<file path="config.mk">
export PLATFORM = sky130hd
export DESIGN_NAME = dds_waveform_engine_flat
export DESIGN_NICKNAME = d
export VERILOG_FILES = /design/src/rtl/dds_waveform_engine_pkg.sv /design/src/rtl/dds_waveform_engine_if.sv /design/src/rtl/dds_waveform_engine_wave_shaper.sv /design/src/rtl/dds_waveform_engine.sv /design/src/flat_wrapper.sv
export SDC_FILE = /design/constraint.sdc
export NUM_CORES = 1
export LEC_CHECK = 0
export ABC_AREA = 1
export BUFFER_PORTS_ARGS = -buffer_cell sky130_fd_sc_hd__buf_2
export CAP_MARGIN = 10
export CORE_ASPECT_RATIO = 2
export CORE_MARGIN = 2
export CORE_UTILIZATION = 45
export CTS_CLUSTER_SIZE = 12
export DETAILED_ROUTE_END_ITERATION = 12
export HOLD_SLACK_MARGIN = 0.02
export SLEW_MARGIN = 5
export SYNTH_ARGS = -nofsm -noshare
export SYNTH_HDL_FRONTEND = slang
export SYNTH_SLANG_ARGS = --single-unit
</file>
<file path="constraint.sdc">
create_clock -name clk -period 5.85 [get_ports clk]
set_clock_uncertainty 0.05 [all_clocks]
set_input_delay 1.755 -clock clk [delete_from_list [all_inputs] [get_ports clk]]
set_output_delay 1.755 -clock clk [all_outputs]
set_load 0.01 [all_outputs]
</file>
<file path="src/rtl/dds_waveform_engine_pkg.sv">
// Shared encodings for the DDS waveform engine: shape selects and shadow-load FSM states.
package dds_waveform_engine_pkg;

  localparam int WAVE_SEL_W = 3;

  typedef enum logic [WAVE_SEL_W-1:0] {
    WAVE_SINE   = 3'd0,
    WAVE_TRI    = 3'd1,
    WAVE_SQUARE = 3'd2,
    WAVE_PWM    = 3'd3,
    WAVE_SAW    = 3'd4
  } wave_sel_e;

  typedef enum logic {
    LD_IDLE = 1'b0,
    LD_PEND = 1'b1
  } ld_state_e;

endpackage

</file>
<file path="src/rtl/dds_waveform_engine_if.sv">
// Control, sine-ROM and sample bus of the DDS engine; master is the surrounding system.
interface dds_waveform_engine_if
  import dds_waveform_engine_pkg::*;
#(
  parameter int PHASE_W = 32,
  parameter int ADDR_W  = 9,
  parameter int DATA_W  = 8
);
  logic                  enable;
  logic                  phase_sync;
  logic [PHASE_W-1:0]    freq_word;
  logic                  load_req;
  logic [WAVE_SEL_W-1:0] wave_sel;
  logic [DATA_W:0]       duty;
  logic [DATA_W-1:0]     amp;
  logic [ADDR_W-1:0]     lut_addr;
  logic [DATA_W-1:0]     lut_data;
  logic                  load_ack;
  logic [DATA_W-1:0]     waveform;
  logic                  sample_valid;

  modport master (
    output enable, phase_sync, freq_word, load_req, wave_sel, duty, amp, lut_data,
    input  lut_addr, load_ack, waveform, sample_valid
  );

  modport slave (
    input  enable, phase_sync, freq_word, load_req, wave_sel, duty, amp, lut_data,
    output lut_addr, load_ack, waveform, sample_valid
  );
endinterface

</file>
<file path="src/rtl/dds_waveform_engine_wave_shaper.sv">
// Shaping stage: turns the top phase bits (or sine ROM data) into an unscaled sample.
module dds_waveform_engine_wave_shaper
  import dds_waveform_engine_pkg::*;
#(
  parameter int DATA_W = 8
) (
  input  logic                  vld,
  input  logic [DATA_W:0]       p,
  input  logic [WAVE_SEL_W-1:0] sel,
  input  logic [DATA_W:0]       duty,
  input  logic [DATA_W-1:0]     sine,
  output logic [DATA_W-1:0]     raw
);

  // PWM compares at sample resolution so duty spans 0 (never high) to 2^DATA_W (always high).
  logic pwm_hi;
  assign pwm_hi = ({1'b0, p[DATA_W:1]} < duty);

  always_comb begin
    raw = '0;
    if (vld) begin
      case (sel)
        WAVE_SINE:   raw = sine;
        WAVE_TRI:    raw = {DATA_W{p[DATA_W]}} ^ p[DATA_W-1:0];
        WAVE_SQUARE: raw = {DATA_W{p[DATA_W]}};
        WAVE_PWM:    raw = {DATA_W{pwm_hi}};
        WAVE_SAW:    raw = p[DATA_W:1];
        default:     raw = '0;
      endcase
    end
  end

endmodule

</file>
<file path="src/rtl/dds_waveform_engine.sv">
// DDS engine top: phase accumulator, glitch-free shadow settings, shaping and amplitude scaling.
module dds_waveform_engine
  import dds_waveform_engine_pkg::*;
#(
  parameter int PHASE_W = 32,
  parameter int ADDR_W  = 9,
  parameter int DATA_W  = 8
) (
  input  logic                 clk,
  input  logic                 rst_n,
  dds_waveform_engine_if.slave bus
);

  localparam int STAGES = 2;

  logic [PHASE_W-1:0]    phase;
  logic [PHASE_W:0]      sum;
  logic                  wrap, apply_evt, apply;
  ld_state_e             state, state_nxt;
  logic [WAVE_SEL_W-1:0] sh_sel, act_sel, sel_s1, sel_new;
  logic [DATA_W:0]       sh_duty, act_duty, duty_s1, duty_new;
  logic [DATA_W-1:0]     sh_amp, act_amp, amp_s1, amp_new;
  logic [DATA_W:0]       p_s1;
  logic [STAGES:0]       vld_pipe;
  logic [DATA_W-1:0]     raw, wave_nxt, wave_q;
  logic [DATA_W:0]       gain;
  logic [2*DATA_W:0]     prod;
  logic                  ack;

  assign sum       = {1'b0, phase} + {1'b0, bus.freq_word};
  assign wrap      = bus.enable & sum[PHASE_W];
  assign apply_evt = wrap | bus.phase_sync | ~bus.enable;

  always_ff @(posedge clk or negedge rst_n) begin
    if (!rst_n)                              phase <= '0;
    else if (!bus.enable || bus.phase_sync)  phase <= '0;
    else                                     phase <= sum[PHASE_W-1:0];
  end

  always_ff @(posedge clk or negedge rst_n) begin
    if (!rst_n) state <= LD_IDLE;
    else        state <= state_nxt;
  end

  always_comb begin
    state_nxt = state;
    if (apply)             state_nxt = LD_IDLE;
    else if (bus.load_req) state_nxt = LD_PEND;
  end

  // A request landing on the apply cycle bypasses the shadow and goes live at once.
  always_comb begin
    apply    = ((state == LD_PEND) || bus.load_req) && apply_evt;
    sel_new  = bus.load_req ? bus.wave_sel : sh_sel;
    duty_new = bus.load_req ? bus.duty     : sh_duty;
    amp_new  = bus.load_req ? bus.amp      : sh_amp;
  end

  always_ff @(posedge clk or negedge rst_n) begin
    if (!rst_n) begin
      sh_sel   <= '0;
      sh_duty  <= '0;
      sh_amp   <= '0;
      act_sel  <= '0;
      act_duty <= '0;
      act_amp  <= '0;
      ack      <= 1'b0;
    end else begin
      if (bus.load_req) begin
        sh_sel  <= bus.wave_sel;
        sh_duty <= bus.duty;
        sh_amp  <= bus.amp;
      end
      if (apply) begin
        act_sel  <= sel_new;
        act_duty <= duty_new;
        act_amp  <= amp_new;
      end
      ack <= apply;
    end
  end

  // Settings travel with the phase sample, so the first wrapped sample is the first in the new mode.
  always_ff @(posedge clk or negedge rst_n) begin
    if (!rst_n) begin
      p_s1     <= '0;
      sel_s1   <= '0;
      duty_s1  <= '0;
      amp_s1   <= '0;
      vld_pipe <= '0;
      wave_q   <= '0;
    end else begin
      p_s1     <= phase[PHASE_W-1 -: DATA_W+1];
      sel_s1   <= act_sel;
      duty_s1  <= act_duty;
      amp_s1   <= act_amp;
      vld_pipe <= {vld_pipe[STAGES-1:0], bus.enable};
      wave_q   <= wave_nxt;
    end
  end

  dds_waveform_engine_wave_shaper #(.DATA_W(DATA_W)) u_shaper (
    .vld  (vld_pipe[1]),
    .p    (p_s1),
    .sel  (sel_s1),
    .duty (duty_s1),
    .sine (bus.lut_data),
    .raw  (raw)
  );

  // Gain (amp+1)/2^DATA_W: full-scale in with amp all-ones comes out full-scale.
  assign gain     = {1'b0, amp_s1} + {{DATA_W{1'b0}}, 1'b1};
  assign prod     = {{(DATA_W+1){1'b0}}, raw} * {{DATA_W{1'b0}}, gain};
  assign wave_nxt = DATA_W'(prod >> DATA_W);

  assign bus.lut_addr     = phase[PHASE_W-1 -: ADDR_W];
  assign bus.load_ack     = ack;
  assign bus.waveform     = wave_q;
  assign bus.sample_valid = vld_pipe[STAGES];

endmodule
</file>
<file path="src/flat_wrapper.sv">
// flat-port wrapper written by rule: the top's interface ports become plain ports
module dds_waveform_engine_flat import dds_waveform_engine_pkg::*;
#(
  parameter int PHASE_W = 32,
  parameter int ADDR_W  = 9,
  parameter int DATA_W  = 8
)
  (clk, rst_n, bus_enable, bus_phase_sync, bus_freq_word, bus_load_req, bus_wave_sel, bus_duty, bus_amp, bus_lut_data, bus_lut_addr, bus_load_ack, bus_waveform, bus_sample_valid);
  dds_waveform_engine_if #(.PHASE_W(PHASE_W), .ADDR_W(ADDR_W), .DATA_W(DATA_W)) bus_i ();
  input  logic clk;
  input  logic rst_n;
  input wire logic [$bits(bus_i.enable)-1:0] bus_enable;
  input wire logic [$bits(bus_i.phase_sync)-1:0] bus_phase_sync;
  input wire logic [$bits(bus_i.freq_word)-1:0] bus_freq_word;
  input wire logic [$bits(bus_i.load_req)-1:0] bus_load_req;
  input wire logic [$bits(bus_i.wave_sel)-1:0] bus_wave_sel;
  input wire logic [$bits(bus_i.duty)-1:0] bus_duty;
  input wire logic [$bits(bus_i.amp)-1:0] bus_amp;
  input wire logic [$bits(bus_i.lut_data)-1:0] bus_lut_data;
  output wire logic [$bits(bus_i.lut_addr)-1:0] bus_lut_addr;
  output wire logic [$bits(bus_i.load_ack)-1:0] bus_load_ack;
  output wire logic [$bits(bus_i.waveform)-1:0] bus_waveform;
  output wire logic [$bits(bus_i.sample_valid)-1:0] bus_sample_valid;
  assign bus_i.enable = bus_enable;
  assign bus_i.phase_sync = bus_phase_sync;
  assign bus_i.freq_word = bus_freq_word;
  assign bus_i.load_req = bus_load_req;
  assign bus_i.wave_sel = bus_wave_sel;
  assign bus_i.duty = bus_duty;
  assign bus_i.amp = bus_amp;
  assign bus_i.lut_data = bus_lut_data;
  assign bus_lut_addr = bus_i.lut_addr;
  assign bus_load_ack = bus_i.load_ack;
  assign bus_waveform = bus_i.waveform;
  assign bus_sample_valid = bus_i.sample_valid;
  dds_waveform_engine #(.PHASE_W(PHASE_W), .ADDR_W(ADDR_W), .DATA_W(DATA_W)) u_core (.clk(clk), .rst_n(rst_n), .bus(bus_i));
endmodule
</file>
# Yosys cells after proc, flatten, opt, wreduce, memory -nomap -nowiden
# Cells that the tools add are included.
totals:
  romBits: 0
  ramBits: 0
  inputBits: 65
  register_bits: 114
  out_inout_bits: 19
  latch_bits: 0
  mem_count: 0
op_classes:
  add_sub_neg: 2
  shift: 0
  magnitude_cmp: 1
  n_mux: 8
  div_mod_pow: 0
  n_eq_ne: 4
  n_mul: 1
  reduce_logical: 6
  n_bitwise: 5
op_table:
  columns: ["cell", "count"]
  rows:
  - ["one-hot mux 8 bit (5 select lines)", 1]
  - ["adder 32 x 32 -> 33 bit", 1]
  - ["two-way mux 32 bit", 1]
  - ["multiplier 8 x 9 -> 16 bit", 1]
  - ["two-way mux 8 bit", 2]
  - ["adder 8 x 1 -> 9 bit, second input constant", 1]
  - ["< comparator 8 x 9 -> 1 bit", 1]
  - ["two-way mux 9 bit", 1]
  - ["XOR 8 bit", 1]
  - ["equality test 3 x 2 -> 1 bit, second input constant", 2]
  - ["equality test 3 x 1 -> 1 bit, second input constant", 1]
  - ["equality test 3 bit, second input constant", 1]
  - ["zero test 3 bit", 1]
  - ["two-way mux 3 bit", 1]
  - ["logical OR 1 bit", 2]
  - ["two-way mux 1 bit", 2]
  - ["bitwise OR 1 bit", 2]
  - ["nonzero test 2 bit", 1]
  - ["bitwise AND 1 bit", 1]
  - ["logical AND 1 bit", 1]
  - ["zero test 1 bit", 1]
  - ["NOT 1 bit", 1]

# Longest topological paths before layout
depth:
  ltp_word: 6
  ltp_mapped: 31
  depth_no_buf: 31

# By module
# Synthesis repeated with hierarchy kept, for this count alone.
hier_totals:
  hier_cells: 1160
  hier_area_um2: 8713.4
modules_own_cells:
  columns: ["mod", "cells_per_inst", "n_inst", "seq_area_each_um2", "area_per_inst_um2"]
  rows:
  - ["dds_waveform_engine", 1041, 1, 2852.7, 8110.3]
  - ["dds_waveform_engine_wave_shaper", 119, 1, 0.0, 603.1]

# Worst setup path after synthesis
# OpenSTA, ideal clock, no wires.
synth_path:
  kind: "input to register"
  startpoint: "in bus_lut_data[4]"
  endpoint: "reg u_core.wave_q[6] (netlist: u_core.bus.waveform[6])"
  setup_time_ns: 0.117
  setup_slack_ns: 0.196
  path_stages: 17
  required_time_ns: 5.683
  arrival_time_ns: 5.487
  path_cell_list: "a221oi_1 nand2_1 nand2_1 nor2_1 fa_1 inv_1 fa_1 inv_1 fa_1 fa_1 ha_1 a21oi_1 o21ai_0 a221oi_1 nand2_1 nand2_1 nand2_1"
synth_between:
  elab_chain_len: 3
synth_lines:
  columns: ["item", "line_no", "rtl"]
  rows:
  - ["start, declared", "flat_wrapper.sv:19", "input wire logic [$bits(bus_i.lut_data)-1:0] bus_lut_data;"]
  - ["one-hot mux 8 bit (5 select lines)", "dds_waveform_engine_wave_shaper.sv:22", "case (sel)"]
  - ["two-way mux 8 bit", "dds_waveform_engine_wave_shaper.sv:21", "if (vld) begin"]
  - ["multiplier 8 x 9 -> 16 bit", "dds_waveform_engine.sv:113", "assign prod = {{(DATA_W+1){1'b0}}, raw} * {{DATA_W{1'b0}}, gain};"]
  - ["net u_core.prod[14]", "dds_waveform_engine.sv:27", "logic [2*DATA_W:0] prod;"]
  - ["end signal, assigned", "dds_waveform_engine.sv:98", "wave_q <= wave_nxt;"]
  - ["end, declared", "dds_waveform_engine.sv:25", "logic [DATA_W-1:0] raw, wave_nxt, wave_q;"]
# The timed path passes the listed nets, and every way through them passes these cells.
# A chain may end at the register's enable or synchronous reset.

# Worst setup path after layout
layout_path:
  startpoint: "in bus_lut_data[2]"
  endpoint: "reg u_core.wave_q[4] (netlist: u_core.bus.waveform[4])"
# The elaborated chain is that of the path after synthesis.

==> reports/results.md <==
| Step | Item | This run |
|:---|:---|:---|
| outcome | Status | completed |
| global route | Maximum number of pins on one net before global-route repair | 61 |
| finish | Net total in the final layout | 1,353 |
| finish | FF+latch area | 0.00285 mm2 |
| drt | Post-detailed-route wirelength per cell | 17.1 um |
| die | Starting Density | 45.7% |
| drt | DRC errors left | 0 |
| power and ir drop | Switching power of the nets | 0.00104 W |
| yosys | Mapped Cells | 1,043 |
| yosys | Cell types with the largest area share after synthesis | dfrtp_1 (34%), nand2_1 (13%), ha_1 (11%) |
| yosys | Register bit count reported by yosys | 114 |
| timing | Final total negative setup slack | 0 ns |
| finish | Antenna cell count | 0 |
| drt | Antenna viol nets, final | 0 |
| placed design | Setup Slack @ Placement | -0.637 ns |
| timing | Minimum setup slack in the final design | 0.111 ns |
| die | Area of the core | 0.0181 mm2 |
| finish | P&R area growth vs syn | 20.2% |
| drt | Total routed wirelength | 24.0 mm |
| clocking | Insertion delay to the later sink of the worst-skew pair | 0.42 ns |
| timing | Fmax | 174 MHz |
| power and ir drop | Register share of total power | 31.3% |
| die | Die height | 196 um |
| critical path | Req. time, crit path | 6.14 ns |
| global route | Combined global-route utilization of all metal layers | 25.7% |
| yosys | Count of unique library cells instantiated by Yosys | 42 |
| drt | DRC violation total after the first TritonRoute iteration | 250 |
| finish | Area of combinational cells with multiple inputs | 0.00483 mm2 |
| yosys | Seq/Total Area, Yosys | 34.5% |
| die | Overall die area | 0.0196 mm2 |
| die | Die Wd | 99.9 um |
| power and ir drop | Total power per unit cell area | 301 mW/mm2 |
| critical path | Critical path endpoint category | flip-flop |
| yosys | Per-instance average area after synthesis | 7.94 um2 |
| clocking | Max Buffers Root-to-Sink | 2 |
| power and ir drop | Cell-internal power | 0.00196 W |
| yosys | Syn. warnings | 0 |
| finish | Final std cells w/o fill | 1,404 |
| placed design | Dpl hpwl | 19.6 mm |
| critical path | Kind of start point of the critical path | input pin |
| timing | Final worst path period share | 98.1% |
| critical path | Maximum fanout count along the critical path | 3 |
| yosys | Syn Nets | 1,221 |
| clocking | Clock sink total | 114 |
| placed design | Total instance count after detailed placement | 1,362 |
| placed design | RD Place Congestion | 1.01 |
| timing | Final hold slack | 0.298 ns |
| global route | Number of antenna violations at the first check in global routing | 0 |
| yosys | Cell taking the most area after synthesis | dfrtp_1 |
| hold path | Hold WC Path Type | flip-flop to flip-flop |
| placed design | IO buf count | 83 |
| global route | Number of global-route vias before repair | 7,732 |
| global route | Total overflow reported by the global router | 0 |
| die | I/O pins | 84 |
| power and ir drop | Switching share of total power | 34.6% |
| critical path | Class of the most critical setup path | input pin to flip-flop |
| yosys | Synth Cell Area | 0.00828 mm2 |
| finish | Share of cells above drive strength 1 | 17.3% |
| drt | Routed vias/inst | 5.18 |
| timing | Worst slew slack as a fraction of its limit | 43.7% |
| clocking | TritonCTS clock tree | yes |
| yosys | EDFF count, synth | 0 |
| flow run | Number of max-cap violations | 0 |
| power and ir drop | Static power due to leakage | 5.42 nW |
| timing | Final worst path period need | 5.74 ns |
| clocking | # H-tree levels | 4 |
| clocking | Number of buffers added to fix hold violations after cts | 0 |
| power and ir drop | Max VDD drop | 0.211 mV |
| critical path | Worst path arrival time | 6.03 ns |
| clocking | CTS clock-pin slew for the worst setup and hold paths | 0.05 ns |
| yosys | Area share of the largest cell type after synthesis | 34.5% |
| clocking | Number of buffers created by CTS | 17 |
| global route | Wire length of the first global-routing pass | 37.8 mm |
| timing | Final Slew Violations | 0 |
| timing | Transition time at the pin with the least slew margin | 0.834 ns |
| power and ir drop | Proportion of power drawn by the clock network | 35.9% |
| yosys | Synth Flop Type | dfrtp_1 |
| yosys | Post-synthesis async set-or-reset flop share | 100% |
| power and ir drop | Fraction of power consumed by combinational cells | 32.8% |
| drt | DRT Pass-1 Iters | 4 |
| finish | Fillers | 1,796 |
| timing | Final setup viols | 0 |
| die | Row Count | 70 |
| timing | Count of final hold-check violations | 0 |
| drt | Via Count | 7,279 |
| clocking | CTS root buffer | clkbuf_16 |
| critical path | Worst reg2reg setup slack | 0.25 ns |
## worst max-delay path, stage by stage
cell,delay (ns)
buf_2,0.11
a221oi_2,0.22
nand2_1,0.09
nand2_2,0.09
buf_4,0.13
nor2_1,0.05
fa_1,0.55
inv_1,0.06
fa_1,0.49
fa_1,0.49
inv_1,0.05
fa_1,0.48
ha_4,0.30
nand2_1,0.07
buf_4,0.15
nor4_4,0.38
nand4_1,0.24
nand2_1,0.17
xor2_1,0.14
## cells in the mapped netlist (all sizes together), types with 3 or more instances
master  count
nand3b      3
a21o        4
xor2       15
o21a        4
o21bai      5
buf        15
nand4      10
o211ai      3
fa         41
a221oi      6
dfrtp     114
nand3      27
nor3       12
clkbuf      6
nor2      122
o21ai      38
nand2     293
a21oi      65
inv       156
ha         72
xnor2      13
## path summary, 6_finish.rpt
check                                                  start                                to  cells after the start
worst max-delay path                         bus_lut_data[2]  u_core.bus.waveform[4]$_DFF_PN0_                     19
worst max register to register      u_core.p_s1[5]$_DFF_PN0_  u_core.bus.waveform[4]$_DFF_PN0_                     27
worst min-delay path            u_core.vld_pipe[0]$_DFF_PN0_      u_core.vld_pipe[1]$_DFF_PN0_                      0
worst min register to register  u_core.vld_pipe[0]$_DFF_PN0_      u_core.vld_pipe[1]$_DFF_PN0_                      0
min in group asynchronous                              rst_n  u_core.bus.waveform[0]$_DFF_PN0_                      1
max in group asynchronous                              rst_n       u_core.sh_duty[1]$_DFF_PN0_                      2
## power groups by stage
stage	clock network (W)	registers [W]	logic, W
after floorplan	0	0.000942	0.000579
after global placement	0	0.000951	0.000912
after detailed placement	0	0.000953	0.000927
after CTS	0.00110	0.000940	0.000938
after global routing	0.00113	0.000951	0.00111
final	0.00108	0.000940	0.000983
## sequential cells by signal (all words and copies together), names as in the netlist, 8 cells and up
name	count
u_core.phase	32
u_core.act_duty	9
u_core.duty_s1	9
u_core.p_s1	9
u_core.sh_duty	9
u_core.act_amp	8
u_core.amp_s1	8
u_core.bus.waveform	8
u_core.sh_amp	8
## placed cells by master (no fill, tap or decap), drive strengths merged
cell      Yosys  final
a211oi        2      2
a21boi        2      2
a21o          4      4
a21oi        65     65
a221oi        6      6
a22oi         2      2
a31oi         2      2
and2          2      2
buf          15    134
bufinv        0      3
clkbuf        6     21
clkinv        0      1
clkinvlp      0      6
dfrtp       114    114
fa           41     41
ha           72     72
inv         156    157
nand2       293    293
nand3        27     27
nand3b        3      3
nand4        10     10
nor2        122    122
nor3         12     12
nor4          2      2
o211a         1      1
o211ai        3      3
o21a          4      4
o21ai        38     38
o21bai        5      5
o221ai        2      2
o311ai        1      1
o31ai         2      2
or2           1      1
xnor2        13     13
xor2         15     15
## layout make-up
class,count,area share [%]
inverter,156,5.88
multi-input combinational,752,48.5
clock inverter,11,1.53
clock buffer,21,4.63
sequential,114,28.7
tap,216,2.71
timing repair buffer,134,8.08
## kinds of logic after synthesis
logic type	after synthesis	share of synthesized area (%)
flops	114	34.5
buf+inv	177	8.70
fa+ha+maj	113	20.8
xor+xnor	28	2.96
simple gates	472	23.1
compound gates	139	9.94
## routing by layer
metal  vias up  track usage (%)  wire length (um)
met3        84             3.78               773
met5         -                0                 0
met2       195             50.8             14000
li1       3574                -                 -
met1      3426             22.9              7670
met4         0             17.0              1630
## stage by stage
step	power [W]	area, um2	util, %
after floorplan	0.00152	8280	-
after global placement	0.00186	9140	50.4
after detailed placement	0.00188	9140	50.4
after CTS	0.00298	9770	53.9
after global routing	0.00319	9950	54.9
final	0.00300	9950	54.9
## timing repair
action                     CTS  global route
gates resized for setup      2            18
pin swaps                    0            14
buffers inserted             0            11
setup endpoints to repair    1             2
(Power assumes the default switching activity.)
